$ cat src/rtl/synchronous_ram_fifo_controller_pkg.sv
// synchronous_ram_fifo_controller_pkg: default geometry shared by the FIFO controller and its users
package synchronous_ram_fifo_controller_pkg;
  localparam int DEFAULT_WIDTH = 8;
  localparam int DEFAULT_DEPTH = 16;
endpackage

$ cat src/rtl/synchronous_ram_fifo_controller.sv
// synchronous_ram_fifo_controller: FWFT FIFO control for an external dual-port RAM with a registered read port
module synchronous_ram_fifo_controller
  import synchronous_ram_fifo_controller_pkg::*;
#(
  parameter int WIDTH         = DEFAULT_WIDTH,
  parameter int DEPTH         = DEFAULT_DEPTH,
  parameter int ADDRESS_WIDTH = $clog2(DEPTH),
  parameter int LEVEL_WIDTH   = ADDRESS_WIDTH + 1
) (
  input  logic                     clock,
  input  logic                     resetn,
  input  logic                     write_enable,
  input  logic [WIDTH-1:0]         write_data,
  output logic                     full,
  input  logic                     read_enable,
  output logic [WIDTH-1:0]         read_data,
  output logic                     empty,
  output logic [LEVEL_WIDTH-1:0]   level,
  output logic                     ram_write_enable,
  output logic [ADDRESS_WIDTH-1:0] ram_write_address,
  output logic [WIDTH-1:0]         ram_write_data,
  output logic                     ram_read_enable,
  output logic [ADDRESS_WIDTH-1:0] ram_read_address,
  input  logic [WIDTH-1:0]         ram_read_data
);
  logic [ADDRESS_WIDTH:0] wp_q, wp_d, rp_q, rp_d, occ;
  logic hv_q, hv_d, ram_empty, push, pop, prefetch;
  // push is gated by resetn so the RAM sees no write while reset is held
  always_comb begin
    occ       = wp_q - rp_q;
    ram_empty = wp_q == rp_q;
    full      = wp_q == {~rp_q[ADDRESS_WIDTH], rp_q[ADDRESS_WIDTH-1:0]};
    push      = resetn && write_enable && !full;
    pop       = read_enable && hv_q;
    prefetch  = !ram_empty && (!hv_q || pop);
    wp_d      = push ? wp_q + 1'b1 : wp_q;
    rp_d      = prefetch ? rp_q + 1'b1 : rp_q;
    hv_d      = prefetch ? 1'b1 : (pop ? 1'b0 : hv_q);
  end
  always_ff @(posedge clock or negedge resetn) begin
    if (!resetn) begin
      wp_q <= '0;
      rp_q <= '0;
      hv_q <= 1'b0;
    end else begin
      wp_q <= wp_d;
      rp_q <= rp_d;
      hv_q <= hv_d;
    end
  end
  assign empty             = !hv_q;
  assign read_data         = ram_read_data;
  assign level             = LEVEL_WIDTH'(occ) + LEVEL_WIDTH'(hv_q);
  assign ram_write_enable  = push;
  assign ram_write_address = wp_q[ADDRESS_WIDTH-1:0];
  assign ram_write_data    = push ? write_data : '0;
  assign ram_read_enable   = prefetch;
  assign ram_read_address  = rp_q[ADDRESS_WIDTH-1:0];
endmodule

$ cat config.mk
export PLATFORM = sky130hd
export DESIGN_NAME = synchronous_ram_fifo_controller
export DESIGN_NICKNAME = d
export VERILOG_FILES = /design/src/rtl/synchronous_ram_fifo_controller_pkg.sv /design/src/rtl/synchronous_ram_fifo_controller.sv
export SDC_FILE = /design/constraint.sdc
export NUM_CORES = 1
export LEC_CHECK = 0
export BUFFER_PORTS_ARGS = -buffer_cell sky130_fd_sc_hd__buf_2
export CAP_MARGIN = 10
export CELL_PAD_IN_SITES_DETAIL_PLACEMENT = 1
export CELL_PAD_IN_SITES_GLOBAL_PLACEMENT = 1
export CORE_MARGIN = 2
export CORE_UTILIZATION = 31
export CTS_CLUSTER_DIAMETER = 100
export DETAILED_ROUTE_END_ITERATION = 10
export GPL_TIMING_DRIVEN = 1
export HOLD_SLACK_MARGIN = 0.03
export PLACE_DENSITY = 0.87
export SYNTH_ARGS = -nofsm -noshare
export SYNTH_HDL_FRONTEND = slang
export SYNTH_SLANG_ARGS = --single-unit
$ cat constraint.sdc
create_clock -name clock -period 2.6 [get_ports clock]
set_clock_uncertainty 0.2 [all_clocks]
set_input_delay 0.26 -clock clock [delete_from_list [all_inputs] [get_ports clock]]
set_output_delay 0.26 -clock clock [all_outputs]
set_load 0.02 [all_outputs]
Word-level counts from Yosys, hierarchy flattened
Index checks and enable logic that the tools add are counted.
{"block": "totals", "ff_bits": 11, "inputBits": 20, "output_inout_bits": 33}
{"block": "op_classes", "add_sub_neg": 4, "muxes": 3, "reduce_logical": 9, "bitwise": 1, "eq_ne": 2}
{"op": "5-bit by 1-bit adder with 5-bit output (second input constant)", "count": 2}
{"op": "5-bit == test", "count": 2}
{"op": "8-bit 2-to-1 mux", "count": 1}
{"op": "5-bit by 1-bit adder with 5-bit output", "count": 1}
{"op": "5-bit subtractor", "count": 1}
{"op": "1-bit logical AND", "count": 4}
{"op": "1-bit logical NOT", "count": 3}
{"op": "1-bit 2-to-1 mux", "count": 2}
{"op": "2-bit nonzero test", "count": 1}
{"op": "1-bit logical OR", "count": 1}
{"op": "1-bit inverter", "count": 1}

Depth between registers and ports, before layout
{"block": "logic_depth", "ltp_word": 5, "depth_mapped": 10, "depth_no_buf": 10}

Least setup slack after synthesis
No wires, ideal clock.
{"block": "synth_timing", "kind": "register to output", "from": "register hv_q", "to": "output level[4]", "setup_slack_ps": 110, "stages_incl_launch_ff": 11, "t_arrival_ps": 2030, "path_cell_list": "dfrtp_1 inv_1 ha_1 inv_1 ha_1 inv_1 fa_1 inv_1 a21o_1 a21oi_1 xnor2_1"}
{"block": "synth_between", "elab_chain_len": 1}
{"element": "start, declared", "line_no": "synchronous_ram_fifo_controller.sv:27", "text": "logic hv_q, hv_d, ram_empty, push, pop, prefetch;"}
{"element": "start signal, assigned", "line_no": "synchronous_ram_fifo_controller.sv:48", "text": "hv_q <= hv_d;"}
{"element": "5-bit by 1-bit adder with 5-bit output", "line_no": "synchronous_ram_fifo_controller.sv:53", "text": "assign level = LEVEL_WIDTH'(occ) + LEVEL_WIDTH'(hv_q);"}
{"element": "end, declared", "line_no": "synchronous_ram_fifo_controller.sv:18", "text": "output logic [LEVEL_WIDTH-1:0] level,"}
No other way between the ends.

Final worst setup path
Ends and elaborated chain as after synthesis.

==> impl_metrics.prom <==
# TYPE chip_impl_metric gauge
chip_impl_info{name="status",value="finished, violations left"} 1
chip_impl_info{name="violated_checks",value="negative setup slack"} 1
chip_impl_metric{name="worstSkewPairLatency",unit="ps"} 270
chip_impl_metric{name="dpl_worst_slack",unit="ps"} 183
chip_impl_metric{name="ioPinCount",unit=""} 53
chip_impl_metric{name="yosys_warnings",unit=""} 0
chip_impl_metric{name="synth-seq-area-share",unit=""} 0.289
chip_impl_metric{name="worst_r2r_path_depth",unit=""} 6
chip_impl_metric{name="post_synth_instance_area",unit="um^2"} 951
chip_impl_info{name="cts_tree",value="yes"} 1
chip_impl_info{name="synth_area_leaders",value="sky130_fd_sc_hd__dfrtp_1, sky130_fd_sc_hd__ha_1, sky130_fd_sc_hd__buf_4"} 1
chip_impl_metric{name="period_utilisation_layout",unit=""} 1.03
chip_impl_metric{name="fmaxAchievable",unit="MHz"} 374
chip_impl_metric{name="die_height",unit="um"} 59.4
chip_impl_metric{name="worst-endpoint-arrival",unit="ps"} 2210
chip_impl_metric{name="fp.coreArea",unit="mm^2"} 0.00298
chip_impl_metric{name="final.setup.tns",unit="ps"} -71.2
chip_impl_metric{name="globalRoute.totalOverflow",unit=""} 0
chip_impl_metric{name="synthToLayoutAreaGrowth",unit="%"} 23.8
chip_impl_metric{name="finalWorstPathRequiredPeriod",unit="ps"} 2670
chip_impl_info{name="post-synth-top-area-cell",value="sky130_fd_sc_hd__dfrtp_1"} 1
chip_impl_metric{name="max_slew.worst_pin.slew",unit="ps"} 364
chip_impl_metric{name="synthCells",unit=""} 103
chip_impl_metric{name="global_route.usage.total",unit=""} 0.148
chip_impl_info{name="critPathKind",value="register to output port"} 1
chip_impl_metric{name="synth_edf_count",unit=""} 0
chip_impl_info{name="hold_path_class",value="input port to register"} 1
chip_impl_metric{name="finish.net_count",unit=""} 164
chip_impl_metric{name="post_drt_wl_per_cell",unit="um"} 15.0
chip_impl_metric{name="dp_hpwl",unit="um"} 1940
chip_impl_metric{name="netlist-cell-type-count",unit=""} 28
chip_impl_metric{name="grt_max_degree",unit=""} 14
chip_impl_info{name="crit_end_category",value="output port"} 1
chip_impl_metric{name="grt_pass1_vias",unit=""} 866
chip_impl_metric{name="cts_inserted_buffers",unit=""} 3
chip_impl_metric{name="hold-path-cell-count",unit=""} 3
chip_impl_metric{name="synth-seq-cells",unit=""} 11
chip_impl_metric{name="maxSlewViolCount",unit=""} 0
chip_impl_metric{name="gp_congestion",unit=""} 0.727
chip_impl_metric{name="hold_violations",unit=""} 0
chip_impl_metric{name="whs",unit="ps"} 171
chip_impl_metric{name="clockBufferDepth",unit=""} 2
chip_impl_metric{name="synth_nets",unit=""} 134
chip_impl_metric{name="finalSetupViolations",unit=""} 1
chip_impl_metric{name="ys_async_sr_fraction",unit=""} 1.00
chip_impl_metric{name="critPathMaxFanout",unit=""} 2
chip_impl_metric{name="rows",unit=""} 20
chip_impl_metric{name="numClockSinks",unit=""} 11
chip_impl_metric{name="layout-drive-gt1-share",unit=""} 0.455
chip_impl_metric{name="htree_num_levels",unit=""} 1
chip_impl_metric{name="floorplan.die_area",unit="mm^2"} 0.00353
chip_impl_metric{name="drt_pass1_iterations",unit=""} 2
chip_impl_metric{name="fillCellCount",unit=""} 359
chip_impl_metric{name="layout_setup_ws",unit="ps"} -71.2
chip_impl_info{name="cts.root.buffer_cell",value="sky130_fd_sc_hd__clkbuf_4"} 1
chip_impl_metric{name="chipWidth",unit="um"} 59.4
chip_impl_metric{name="place.port_buffers",unit=""} 36
chip_impl_metric{name="antenna_found_initial",unit=""} 0
chip_impl_metric{name="maxCapViolations",unit=""} 0
chip_impl_info{name="ys_dominant_reg_cell",value="sky130_fd_sc_hd__dfrtp_1"} 1
chip_impl_metric{name="max_slew_margin",unit=""} 0.751
chip_impl_metric{name="initial_core_util",unit=""} 0.319
chip_impl_info{name="synthMostInstantiatedCell",value="sky130_fd_sc_hd__buf_4"} 1
chip_impl_info{name="startpoint_type",value="register"} 1
chip_impl_metric{name="drt-initial-drc-count",unit=""} 19
chip_impl_metric{name="synth.avg_cell_area",unit="um^2"} 9.23
chip_impl_metric{name="grt_first_pass_wirelength",unit="um"} 3880
chip_impl_metric{name="worstPathRequired",unit="ps"} 2140
chip_impl_info{name="setup_repair_after_global_routing_missed_its_margin",value="true"} 1
chip_impl_metric{name="antenna_cells",unit=""} 0
chip_impl_metric{name="detail_route.drc_violations",unit=""} 0
chip_impl_metric{name="cts.clk_slew.worst_paths",unit="ps"} 80
chip_impl_metric{name="finalWirelength",unit="um"} 2480
chip_impl_metric{name="route.detailed.vias_per_inst",unit=""} 4.92
chip_impl_metric{name="num_vias",unit=""} 812
chip_impl_metric{name="drtAntennaViolNets",unit=""} 0
chip_impl_info{name="synthTopCellsByCount",value="sky130_fd_sc_hd__buf_4, sky130_fd_sc_hd__dfrtp_1, sky130_fd_sc_hd__xnor2_1"} 1
chip_impl_metric{name="yosysTopAreaCellShare",unit=""} 0.289
-- registers in the layout, summed over array words and instances (netlist names) --
register	cells
hv_q	1
rp_q	5
wp_q	5
-- area by class of cell --
type                    instances  area, um^2  share of cell area
multi-input cells              64         562               0.477
flip-flops and latches         11         277               0.235
repair buffers                 42         230               0.196
inverters                      11        41.3              0.0351
well taps                      33        41.3              0.0351
clock buffers                   4        26.3              0.0223
-- metal layers --
layer | up-vias | track usage | share of wire
li1 | 379 | - | -
met1 | 400 | 0.166 | 0.39
met2 | 33 | 0.268 | 0.54
met3 | 0 | 0.0568 | 0.076
met4 | 0 | 0.0227 | 0
met5 | - | 0 | 0
-- cells by family after synthesis --
family	count (synthesis)	synth area share
muxes	1	0.0118
adders and majority gates	11	0.153
AOI/OAI and AO/OA	11	0.0816
and+or+nand+nor	28	0.162
xor gates and xnor gates	13	0.128
buffers and inverters	28	0.175
DFF	11	0.289
-- placed cells by master, fill, tap and decap left out --
cell                            instances
sky130_fd_sc_hd__nand4_1                2
sky130_fd_sc_hd__dfrtp_2                1
sky130_fd_sc_hd__a2111oi_0              1
sky130_fd_sc_hd__nand2b_1               1
sky130_fd_sc_hd__ha_1                   7
sky130_fd_sc_hd__dlygate4sd3_1          1
sky130_fd_sc_hd__xnor2_1               11
sky130_fd_sc_hd__and2_1                 8
sky130_fd_sc_hd__o21ai_2                1
sky130_fd_sc_hd__buf_4                  6
sky130_fd_sc_hd__nor2_1                 2
sky130_fd_sc_hd__nor2b_1                1
sky130_fd_sc_hd__nand3_1                4
sky130_fd_sc_hd__fa_2                   1
sky130_fd_sc_hd__mux2_2                 1
sky130_fd_sc_hd__xor2_1                 1
sky130_fd_sc_hd__a21oi_1                1
sky130_fd_sc_hd__a31oi_4                1
sky130_fd_sc_hd__or4_1                  1
sky130_fd_sc_hd__a21oi_2                1
sky130_fd_sc_hd__a21o_1                 3
sky130_fd_sc_hd__nand2_1                6
sky130_fd_sc_hd__xor2_2                 1
sky130_fd_sc_hd__clkbuf_1               1
sky130_fd_sc_hd__buf_2                 35
sky130_fd_sc_hd__and3_1                 1
sky130_fd_sc_hd__ha_4                   3
sky130_fd_sc_hd__inv_2                  5
sky130_fd_sc_hd__clkbuf_4               3
sky130_fd_sc_hd__o21ai_0                3
sky130_fd_sc_hd__or3_1                  1
sky130_fd_sc_hd__inv_1                  6
sky130_fd_sc_hd__and2_4                 1
sky130_fd_sc_hd__dfrtp_1               10
-- through the flow --
stage          utilization  area (um^2)  std cells
4_1_cts              0.379         1130        164
3_5_place_dp         0.357         1060        157
6_report             0.395         1180        165
5_1_grt              0.395         1180        165
3_3_place_gp         0.357         1060        157
2_1_floorplan            -          951        103
-- what timing repair did --
| item | 4_1_cts | 5_1_grt |
|---|---|---|
| endpoints found under the setup margin | 9 | 9 |
| setup buffers | 2 | 1 |
| hold buffers | 1 | 0 |
| pin swaps | 1 | 6 |
| gates resized for setup | 4 | 9 |
| hold endpoints to repair | 11 | 0 |
-- critical path, cell delays in order (launching register included) --
cell	delay [ps]
sky130_fd_sc_hd__dfrtp_1	400
sky130_fd_sc_hd__inv_2	80
sky130_fd_sc_hd__ha_4	200
sky130_fd_sc_hd__inv_2	60
sky130_fd_sc_hd__ha_4	120
sky130_fd_sc_hd__inv_2	40
sky130_fd_sc_hd__fa_2	400
sky130_fd_sc_hd__inv_2	50
sky130_fd_sc_hd__a21o_1	120
sky130_fd_sc_hd__a21oi_2	60
sky130_fd_sc_hd__xnor2_1	210
sky130_fd_sc_hd__buf_4	180
-- final timing paths --
path / from / endpoint / slack [ps]
worst max-delay path: hv_q / level[4] / -70
worst min-delay path: read_enable / hv_q / 170
worst max register to register: rp_q[2] / rp_q[4] / 530
worst min register to register: rp_q[3] / rp_q[3] / 330
max in group asynchronous: resetn / rp_q[2] / 1760
min in group asynchronous: resetn / hv_q / 280
Power is not shown: default switching activity piles up to over one toggle a cycle in this logic, so the estimate is an artifact.
